==> src/rtl/mac4_pkg.sv <==
// mac4_pkg: shared widths, FSM state type and accumulator sizing for the
// mac4_array multiply-accumulate engine.
package mac4_pkg;

  localparam int unsigned MU_W       = 18;  // lane result width
  localparam int unsigned X_W        = 8;   // sample width
  localparam int unsigned C_W        = 8;   // coefficient width
  localparam int unsigned P_W        = 16;  // product width
  localparam int unsigned LANES      = 4;
  localparam int unsigned TAP_W      = 3;   // tap field of the ROM address
  localparam int unsigned BASE_W     = 5;   // coefficient bank field
  localparam int unsigned ADDR_W     = BASE_W + TAP_W;
  localparam int unsigned N_TAPS_DEF = 8;

  typedef enum logic [1:0] {
    IDLE  = 2'd0,
    RUN   = 2'd1,
    DRAIN = 2'd2,
    DONE  = 2'd3
  } state_e;

  // Accumulator is wide enough that N_TAPS full-scale products never overflow.
  function automatic int unsigned acc_w(input int unsigned n_taps);
    return P_W + $clog2(n_taps);
  endfunction

endpackage

==> src/rtl/mac_lane.sv <==
// mac_lane: one multiply-accumulate lane.
//   clk, rst      clock, async active-low reset
//   clear         zero the accumulator (job start)
//   enable        add x_q*coef this cycle
//   x_q, coef     unsigned sample and coefficient
//   mu_c          18-bit view of the accumulator after this cycle's update
// Build option MAC4_SAT_EN: saturate the view at 18'h3FFFF instead of wrapping.
module mac_lane
  import mac4_pkg::*;
#(
  parameter int unsigned ACC_W = acc_w(N_TAPS_DEF)
) (
  input  logic             clk,
  input  logic             rst,
  input  logic             clear,
  input  logic             enable,
  input  logic [X_W-1:0]   x_q,
  input  logic [C_W-1:0]   coef,
  output logic [MU_W-1:0]  mu_c
);

  logic [P_W-1:0]   prod;
  logic [ACC_W-1:0] acc_q;
  logic [ACC_W-1:0] acc_d;

  // Product and next accumulator value.
  always_comb begin
    prod  = P_W'(x_q) * P_W'(coef);
    acc_d = acc_q;
    if (clear) begin
      acc_d = '0;
    end else if (enable) begin
      acc_d = acc_q + ACC_W'(prod);
    end
  end

  always_ff @(posedge clk or negedge rst) begin
    if (!rst) begin
      acc_q <= '0;
    end else begin
      acc_q <= acc_d;
    end
  end

  // Reduce to the result width; the view is taken from acc_d so the top can
  // load results on the same edge the final product lands.
  generate
    if (ACC_W > MU_W) begin : g_wide
`ifdef MAC4_SAT_EN
      assign mu_c = (|acc_d[ACC_W-1:MU_W]) ? {MU_W{1'b1}} : acc_d[MU_W-1:0];
`else
      assign mu_c = acc_d[MU_W-1:0];
`endif
    end else begin : g_narrow
      assign mu_c = MU_W'(acc_d);
    end
  endgenerate

endmodule

==> src/rtl/mac4_array.sv <==
// mac4_array: four-lane multiply-accumulate engine feeding write-back.
//   clk, rst        clock, async active-low reset
//   start, c_base   job request (taken in IDLE) and coefficient bank
//   x_in, x_valid,  sample stream; accepted when x_valid && x_ready
//   x_ready
//   c_addr, c_data  coefficient ROM address {bank, tap} and returned word,
//                   byte i feeding lane i+1
//   MU1..MU4        lane results, held until the next job completes
//   web             one-cycle pulse when results are valid
//   busy            high whenever not IDLE
// Build option MAC4_SAT_EN: results saturate at 18'h3FFFF instead of wrapping.
module mac4_array
  import mac4_pkg::*;
#(
  parameter int unsigned N_TAPS = N_TAPS_DEF
) (
  input  logic              clk,
  input  logic              rst,
  input  logic              start,
  input  logic [BASE_W-1:0] c_base,
  input  logic [X_W-1:0]    x_in,
  input  logic              x_valid,
  output logic              x_ready,
  output logic [ADDR_W-1:0] c_addr,
  input  logic [31:0]       c_data,
  output logic [MU_W-1:0]   MU1,
  output logic [MU_W-1:0]   MU2,
  output logic [MU_W-1:0]   MU3,
  output logic [MU_W-1:0]   MU4,
  output logic              web,
  output logic              busy
);

  localparam int unsigned      ACC_W    = acc_w(N_TAPS);
  localparam logic [TAP_W-1:0] TAP_LAST = TAP_W'(N_TAPS - 1);

  state_e            state_q;
  state_e            state_d;
  logic              accept_c;
  logic              clear_c;
  logic              load_c;
  logic [X_W-1:0]    x_q;
  logic [TAP_W-1:0]  tap_q;
  logic [BASE_W-1:0] c_base_q;
  logic              p_valid_q;
  logic [MU_W-1:0]   mu_next [LANES];

  // Next-state and per-cycle strobes.
  always_comb begin
    state_d  = state_q;
    accept_c = 1'b0;
    clear_c  = 1'b0;
    load_c   = 1'b0;
    case (state_q)
      IDLE: begin
        if (start) begin
          state_d = RUN;
          clear_c = 1'b1;
        end
      end
      RUN: begin
        accept_c = x_valid && x_ready;
        if (accept_c && (tap_q == TAP_LAST)) begin
          state_d = DRAIN;
        end
      end
      DRAIN: begin
        load_c  = 1'b1;
        state_d = DONE;
      end
      DONE: begin
        state_d = IDLE;
      end
      default: begin
        state_d = IDLE;
      end
    endcase
  end

  always_ff @(posedge clk or negedge rst) begin
    if (!rst) begin
      state_q <= IDLE;
    end else begin
      state_q <= state_d;
    end
  end

  // Datapath and registered outputs; status flags follow the next state.
  always_ff @(posedge clk or negedge rst) begin
    if (!rst) begin
      x_ready   <= 1'b0;
      busy      <= 1'b0;
      web       <= 1'b0;
      x_q       <= '0;
      tap_q     <= '0;
      c_base_q  <= '0;
      c_addr    <= '0;
      p_valid_q <= 1'b0;
      MU1       <= '0;
      MU2       <= '0;
      MU3       <= '0;
      MU4       <= '0;
    end else begin
      x_ready   <= (state_d == RUN);
      busy      <= (state_d != IDLE);
      web       <= (state_d == DONE);
      p_valid_q <= accept_c;
      if (clear_c) begin
        tap_q    <= '0;
        c_base_q <= c_base;
      end
      if (accept_c) begin
        x_q    <= x_in;
        c_addr <= {c_base_q, tap_q};
        tap_q  <= tap_q + TAP_W'(1);
      end
      if (load_c) begin
        MU1 <= mu_next[0];
        MU2 <= mu_next[1];
        MU3 <= mu_next[2];
        MU4 <= mu_next[3];
      end
    end
  end

  // One lane per coefficient byte; the product of an accept lands the next cycle.
  generate
    for (genvar i = 0; i < LANES; i++) begin : g_lane
      mac_lane #(
        .ACC_W (ACC_W)
      ) u_lane (
        .clk    (clk),
        .rst    (rst),
        .clear  (clear_c),
        .enable (p_valid_q),
        .x_q    (x_q),
        .coef   (c_data[C_W*i +: C_W]),
        .mu_c   (mu_next[i])
      );
    end
  endgenerate

endmodule
==> config.mk <==
export PLATFORM = sky130hd
export DESIGN_NAME = mac4_array
export DESIGN_NICKNAME = d
export VERILOG_FILES = /design/src/rtl/mac4_pkg.sv /design/src/rtl/mac_lane.sv /design/src/rtl/mac4_array.sv
export SDC_FILE = /design/constraint.sdc
export NUM_CORES = 1
export LEC_CHECK = 0
export ABC_CLOCK_PERIOD_IN_PS = 10450
export CORE_MARGIN = 2
export CORE_UTILIZATION = 45
export DETAILED_ROUTE_END_ITERATION = 12
export PLACE_DENSITY = 0.68
export SYNTH_ARGS = -nofsm -noshare
export SYNTH_HDL_FRONTEND = slang
export SYNTH_HIERARCHICAL = 1
export SYNTH_SLANG_ARGS = --single-unit
==> constraint.sdc <==
create_clock -name clk -period 10.45 [get_ports clk]
set_clock_uncertainty 0.2 [all_clocks]
set_input_delay 3.135 -clock clk [delete_from_list [all_inputs] [get_ports clk]]
set_output_delay 3.135 -clock clk [all_outputs]
set_load 0.05 [all_outputs]
## Word level (Yosys, flattened, before mapping)

Index checks and enable logic that the tools add are counted.

- Bits in registers: 178
- Output and inout port bits: 83
- Word-level logic and storage cells: 59

- Add/sub/neg operators: 5
- $mul: 4
- Equality and inequality tests: 6
- Mux-type cells: 17
- Reduce and logical (&&, ||, !) cells: 6

Operator list:

| cell | count |
|---|---|
| 2-to-1 mux 19 bit | 8 |
| adder 19 x 16 -> 19 bit | 4 |
| multiplier 8 x 8 -> 16 bit | 4 |
| one-hot mux 2 bit (4 select lines) | 1 |
| equality test 2 bit, second input constant | 3 |
| 2-to-1 mux 3 bit | 2 |
| nonzero test 2 bit | 3 |
| equality test 2 x 1 -> 1 bit, second input constant | 2 |
| 2-to-1 mux 1 bit | 4 |
| 2-to-1 mux 2 bit | 2 |
| adder 3 x 1 -> 3 bit, second input constant | 1 |
| equality test 3 bit, second input constant | 1 |
| logical AND 1 bit | 2 |
| logical NOT 2 bit | 1 |

## Depth between registers and ports, before layout

Gate-level depths: netlist of the first run.

- Depth after elaboration: 5
- Depth in mapped cells: 21
- Depth with buffers taken out: 20

## Cells and area by module

The synthesis of the first run kept the hierarchy.

By module, submodules not included:

| module | instances | cells an instance | area an instance (sq um) |
|---|---|---|---|
| mac4_array | 1 | 412 | 3902.5 |
| mac_lane (g_lane[3].u_lane) | 1 | 399 | 3472.1 |
| mac_lane (g_lane[0].u_lane) | 1 | 398 | 3464.6 |
| mac_lane (g_lane[2].u_lane) | 1 | 389 | 3434.5 |
| mac_lane (g_lane[1].u_lane) | 1 | 383 | 3354.5 |

## Least setup slack after synthesis of the first run

Ideal clock, no wire load.

- Kind: input port to flip-flop
- Start: input c_data[1]
- End: register MU1[17]
- Library setup time: 0.118 ns
- Arrival: 7.200 ns
- Data required time: 10.132 ns
- Setup slack: 2.932 ns
- Stages: 18
- Buffers on the path: 1
- Cell sequence: clkbuf_1 nand2_1 fa_1 inv_1 fa_1 inv_1 fa_1 fa_1 inv_1 ha_1 o21a_1 o31a_4 o31a_1 nand3_2 a21oi_1 or4_1 nand2_1 nand2_1

RTL lines:

| element | line | RTL |
|---|---|---|
| start: declaration | mac4_array.sv:25 | `input logic [31:0] c_data,` |
| end signal: assignment | mac4_array.sv:118 | `MU1 <= mu_next[0];` |
| end: declaration | mac4_array.sv:26 | `output logic [MU_W-1:0] MU1,` |

==> results of run 1 <==
-- state kept, by name, summed over array words and instances (netlist names) --
name	flops
c_addr	8
MU1	18
web	1
state_q	2
MU2	18
g_lane.u_lane/acc_q	72
MU4	18
busy	1
x_ready	1
MU3	18
c_base_q	5
p_valid_q	1
tap_q	3
x_q	8
-- worst paths after layout --
check                                 start                   endpoint  slack [ns]  cells after the start
min in group asynchronous               rst  g_lane[1].u_lane/acc_q[4]        2.46                      1
worst max register to register       x_q[0]                    MU2[16]        4.90                     18
worst min-delay path            c_base_q[0]                  c_addr[3]        0.27                      2
worst max-delay path              c_data[7]                    MU1[17]        2.57                     17
max in group asynchronous               rst                  p_valid_q        6.30                      2
worst min register to register  c_base_q[0]                  c_addr[3]        0.27                      2
-- cells in the final DEF (no fill, tap or decap), drive strengths merged, types with 5 or more instances in the layout --
cell type,netlist,routed
a211oi,12,12
a21o,14,14
a21oi,54,54
a31oi,9,9
and2,140,140
buf,31,15
clkbuf,24,19
clkdlybuf4s50,0,130
dfrtp,174,174
fa,200,200
ha,162,162
inv,400,408
mux2,8,8
mux2i,37,37
nand2,415,415
nand2b,18,18
nand3,8,8
nand4,11,11
nor2,88,88
nor2b,5,5
nor3,12,12
nor3b,7,7
o211ai,5,5
o21a,13,13
o21ai,32,32
o21bai,11,11
o22ai,5,5
xnor2,19,19
xor2,10,10
-- cells by family after synthesis --
family | Yosys count | share of synthesized area [%]
mux | 45 | 2.63
compound gates | 190 | 7.77
flops | 174 | 24.7
buf+inv | 455 | 10.2
simple gates | 726 | 19.0
fa+ha+maj | 362 | 34.2
xor+xnor | 29 | 1.44
-- cell usage after synthesis, types with 9 or more instances --
cell / count
a211oi_1: 10
a21o_1: 13
a21oi_1: 49
a31oi_1: 9
and2_1: 140
buf_2: 13
buf_4: 10
clkbuf_1: 22
dfrtp_1: 174
fa_1: 200
ha_1: 162
inv_1: 398
mux2i_1: 37
nand2_1: 415
nand2b_1: 18
nand4_1: 11
nor2_1: 87
nor3_1: 12
o21a_1: 13
o21ai_0: 23
o21bai_1: 9
xnor2_1: 19
xor2_1: 10
-- layer usage --
metal  up-vias  GRT usage (%)
met3        60           3.34
li1       6332              -
met4         4           6.75
met5         -              0
met2       249           35.9
met1      6497           29.6
-- stage by stage --
stage | setup WS (ns) | hold WS [ns] | util (%) | instance area, um^2
6_report | 2.57 | 0.271 | 51.8 | 20000
3_3_place_gp | 2.26 | 0.244 | 50.2 | 19400
2_1_floorplan | 2.93 | 0.235 | - | 17600
4_1_cts | 2.64 | 0.273 | 51.8 | 20000
5_1_grt | 2.33 | 0.299 | 51.8 | 20000
3_5_place_dp | 2.16 | 0.261 | 50.2 | 19400
-- worst min-delay path, stage by stage (launching register included) --
cell and delay (ns):
dfrtp_1 0.35, nand2_1 0.05, nand2_1 0.05
-- area by class of cell --
cell class | instances | area [um^2] | area share [%]
timing repair buffer | 146 | 1430 | 7.13
tap | 518 | 648 | 3.24
clock inverter | 14 | 164 | 0.819
clock buffer | 18 | 439 | 2.19
inverter | 400 | 1500 | 7.50
multi-input combinational | 1352 | 11500 | 57.3
sequential | 174 | 4360 | 21.8
antenna | 1 | 2.50 | 0.0125
==> impl_metrics.toml, run 1 <==
[cts]
clk_pin_slew_ns = 0.08
htree_levels = 4
cts_tree = "yes"
numCtsBuffers = 17
cts-resized-gates = 0
clk_path_buf_depth = 2
clock_sinks = 174
cts_setup_buffers = 0
holdBufCountCts = 0
cts-root-buf = "clkbuf_16"
insertion_delay_ns = 0.47

[critical_path]
critical_path.endpoint_type = "register"
cpMostUsedCell = "fa_1"
crit_chain = "clkdlybuf4s50_1 > and2_1 > fa_1 > fa_1 > fa_1 > inv_1 > fa_1 > inv_1 > ha_1 > a21o_1 > a31oi_1 > nor2_1 > a211oi_2 > a21oi_1 > or4_1 > nand2_1 > nand2_1"
cp_top_family = "adder cells"
required_ns = 10.60
cp-start-kind = "primary input"
crit_type = "in2reg"
crit_fanout = 8
arrival_ns = 8.04
cp.buffers_inverters = 3
critical-path-max-stage-delay_ns = 0.56
worst_path_max_delay_cell = "or4_1"

[drt]
first_iter_violations = 678
vias = 13100
drtAntennaViolNets = 0
drc = 0
drt_first_pass_iters = 5
routed_wl_um = 41300
m1WireLength_um = 19300
wl_per_cell_um = 15.7
route.met2.wl_um = 19500
viasPerCell = 5.01
highest_layer = "met5"
wl_met3_um = 1580

[global_routing]
grt_usage_pct = 21.8
grt_overflow = 0
grt_start_max_net_pins = 75
antenna_found_initial = 3
grt_pass1_vias = 14100
grt_pass1_wl_um = 71700

[sta]
grt_setup_unrepaired = "no"
fmax_ghz = 0.127
worst_slew_pin_slew_ns = 0.915
layout_min_cycle_time_ns = 7.88
tns_ns = 0
relSlewSlack_pct = 39.0
setup_viol = 0
slew_violations = 0
finalCritPeriodShare_pct = 75.5
hold_violations = 0

[yosys]
netlist_area_um2 = 17600
yosys.area.top_type = "dfrtp_1"
synth_nets = 2392
synth_cell_types = 81
yosysWarnings = 6
synthCells = 1981
avgSynthCellArea_um2 = 8.90
yosys-top-cells-area = "dfrtp_1, fa_1, ha_1"
ys_async_sr_fraction_pct = 100
ys.flop_type = "dfrtp_1"
yosysTopAreaCellShare_pct = 24.7
synth-seq-cells = 174
seq_area_frac_synth_pct = 24.7
synth_edf_count = 0

[placement]
gp_congestion = 0.860
portBuffers = 131
place_inst = 2590
hpwlAfterDp_um = 31400

[floorplan]
die_y_um = 202
initial_core_util_pct = 45.6
dieArea_um2 = 40800
die_w_um = 202
ioPinCount = 132
core-area_um2 = 38600
rows = 72

[run]
maxCapViolCount = 0

[cells_and_area]
syn_to_final_growth_pct = 13.5
drive_gt1_share_pct = 4.23
final_cell_count_no_fill = 2623
final_nets = 2502
num-fill-cells = 3586

[hold_path]
hold_path.class = "reg2reg"

[run_status]
status = "completed"
Power of run 1 is not shown: default switching activity piles up to over one toggle a cycle in this logic, so the estimate is an artifact.
==> run 2: changes to the inputs <==
--- a/config.mk
+++ b/config.mk
@@ -5,7 +5,7 @@
 export SDC_FILE = /design/constraint.sdc
 export NUM_CORES = 1
 export LEC_CHECK = 0
-export ABC_CLOCK_PERIOD_IN_PS = 10450
+export ABC_CLOCK_PERIOD_IN_PS = 7900
 export CORE_MARGIN = 2
 export CORE_UTILIZATION = 45
 export DETAILED_ROUTE_END_ITERATION = 12
==> constraint.sdc (replaced) <==
create_clock -name clk -period 7.9 [get_ports clk]
set_clock_uncertainty 0.2 [all_clocks]
set_input_delay 2.37 -clock clk [delete_from_list [all_inputs] [get_ports clk]]
set_output_delay 2.37 -clock clk [all_outputs]
set_load 0.05 [all_outputs]
==> impl_metrics.toml, run 2 (synthesis gave the netlist of run 1 again) <==
[run_status]
status = "completed"

[cts]
clk_path_buf_depth = 2
holdBufCountCts = 0
numCtsBuffers = 17
cts-resized-gates = 0
cts-root-buf = "clkbuf_16"
cts_tree = "yes"
htree_levels = 4
insertion_delay_ns = 0.46
clock_sinks = 174
cts_setup_buffers = 0
clk_pin_slew_ns = 0.07

[sta]
slew_violations = 0
worst_slew_pin_slew_ns = 1.16
fmax_ghz = 0.142
tns_ns = 0
grt_setup_unrepaired = "no"
hold_violations = 0
finalCritPeriodShare_pct = 89.0
layout_min_cycle_time_ns = 7.03
setup_viol = 0
relSlewSlack_pct = 22.7

[cells_and_area]
seq_area_um2 = 4360
drive_gt1_share_pct = 4.28
num-fill-cells = 3545
multi_input_area_um2 = 11500
top_register = "g_lane.u_lane/acc_q"
syn_to_final_growth_pct = 13.5
mostFrequentLayoutCells = "nand2_1, inv_1, fa_1"
final_nets = 2503
layout_commonest_cell = "nand2_1"
largest_reg_flops = 72

[hold_path]
hp-start = "c_base_q[0]"
holdPathStages = 2
hold_path.class = "reg2reg"
holdPathEnd = "c_addr[3]"

[drt]
drc = 0
vias = 13100
viasPerCell = 4.98
first_iter_violations = 615
drt_first_pass_iters = 5
wl_per_cell_um = 15.6
routed_wl_um = 40900
drtAntennaViolNets = 0

[placement]
gp_congestion = 0.851
portBuffers = 131
hpwlAfterDp_um = 31300

[critical_path]
required_ns = 8.04
crit_fanout = 8
critical-path-max-stage-delay_ns = 0.59
worst_path_max_delay_cell = "clkdlybuf4s50_1"
cpMostUsedCell = "fa_1"
cp_top_family = "adder cells"
crit_chain = "clkdlybuf4s50_1 > and2_1 > fa_1 > fa_1 > fa_1 > inv_1 > fa_1 > inv_1 > ha_1 > a21o_1 > a31oi_1 > nor2_1 > a211oi_2 > a21oi_1 > or4_1 > nand2_1 > nand2_1"
critical_path.endpoint_type = "register"
reg2regPathDepth = 18
rr_startpoint = "x_q[7]"
crit_start = "c_data[6]"
rr_endpoint = "MU2[11]"
crit_type = "in2reg"
arrival_ns = 7.17
rrSetupSlack_ns = 2.21
cp.buffers_inverters = 3
cp-start-kind = "primary input"

[run]
maxCapViolCount = 0

[floorplan]
dieArea_um2 = 40800
rows = 72
die_w_um = 202
core-area_um2 = 38600
initial_core_util_pct = 45.6
ioPinCount = 132
die_y_um = 202

[global_routing]
grt_pass1_vias = 13800
grt_start_max_net_pins = 75
antenna_found_initial = 3
grt_overflow = 0
grt_usage_pct = 21.4
grt_pass1_wl_um = 70200
## run 2: cell count changes in the layout (fill, tap and decap cells not counted), sizes merged
cell,before,now
buf,15,16
bufinv,1,0
clkinv,4,6
inv,408,407
## run 2: final cells by class
class	count	area share, %
repair buffers	147	7.17
flip-flops and latches	174	21.8
well taps	518	3.24
inverters	400	7.51
multi-input cells	1352	57.4
clock buffers	18	2.20
diodes	1	0.0125
clock inverters	14	0.726
## run 2: metrics by stage
| step | setup slack (ns) | utilization, % | instances | hold slack, ns | area, um^2 |
|---|---|---|---|---|---|
| floorplan | 1.15 | - | 1981 | 0.235 | 17600 |
| global placement | 0.487 | 50.2 | 2591 | 0.244 | 19400 |
| detailed placement | 0.406 | 50.2 | 2591 | 0.261 | 19400 |
| CTS | 0.883 | 51.8 | 2623 | 0.275 | 20000 |
| global route | 0.623 | 51.8 | 2623 | 0.294 | 20000 |
| finish | 0.870 | 51.8 | 2624 | 0.272 | 20000 |
## run 2: worst reg2reg max path, delay by kind of cell (launching register included)
family                     cells  cell delay [ns]
adders and majority gates      5             2.31
AOI/OAI and AO/OA              5             1.19
DFF                            1             1.11
buffers and inverters          4             0.49
and+or+nand+nor                4             0.33
## run 2: worst max-delay path by stage
stage | slack [ns] | cells past startpoint | to
2_1_floorplan | 1.15 | 18 | MU1[17]
5_1_grt | 0.62 | 18 | MU2[11]
3_5_place_dp | 0.41 | 19 | MU3[17]
3_3_place_gp | 0.49 | 17 | MU1[17]
4_1_cts | 0.88 | 17 | MU1[17]
6_report | 0.87 | 17 | MU1[17]
## run 2: metal layers
metal	GRT usage [%]	up-vias	part of all wire, %	wire length (um)
met4	6.85	4	2.1	853
met5	0	-	0.061	25
li1	-	6330	-	-
met1	29.1	6411	46	19000
met2	34.9	256	47	19200
met3	3.72	55	4.7	1920
Power of run 2 is left out for the same reason.
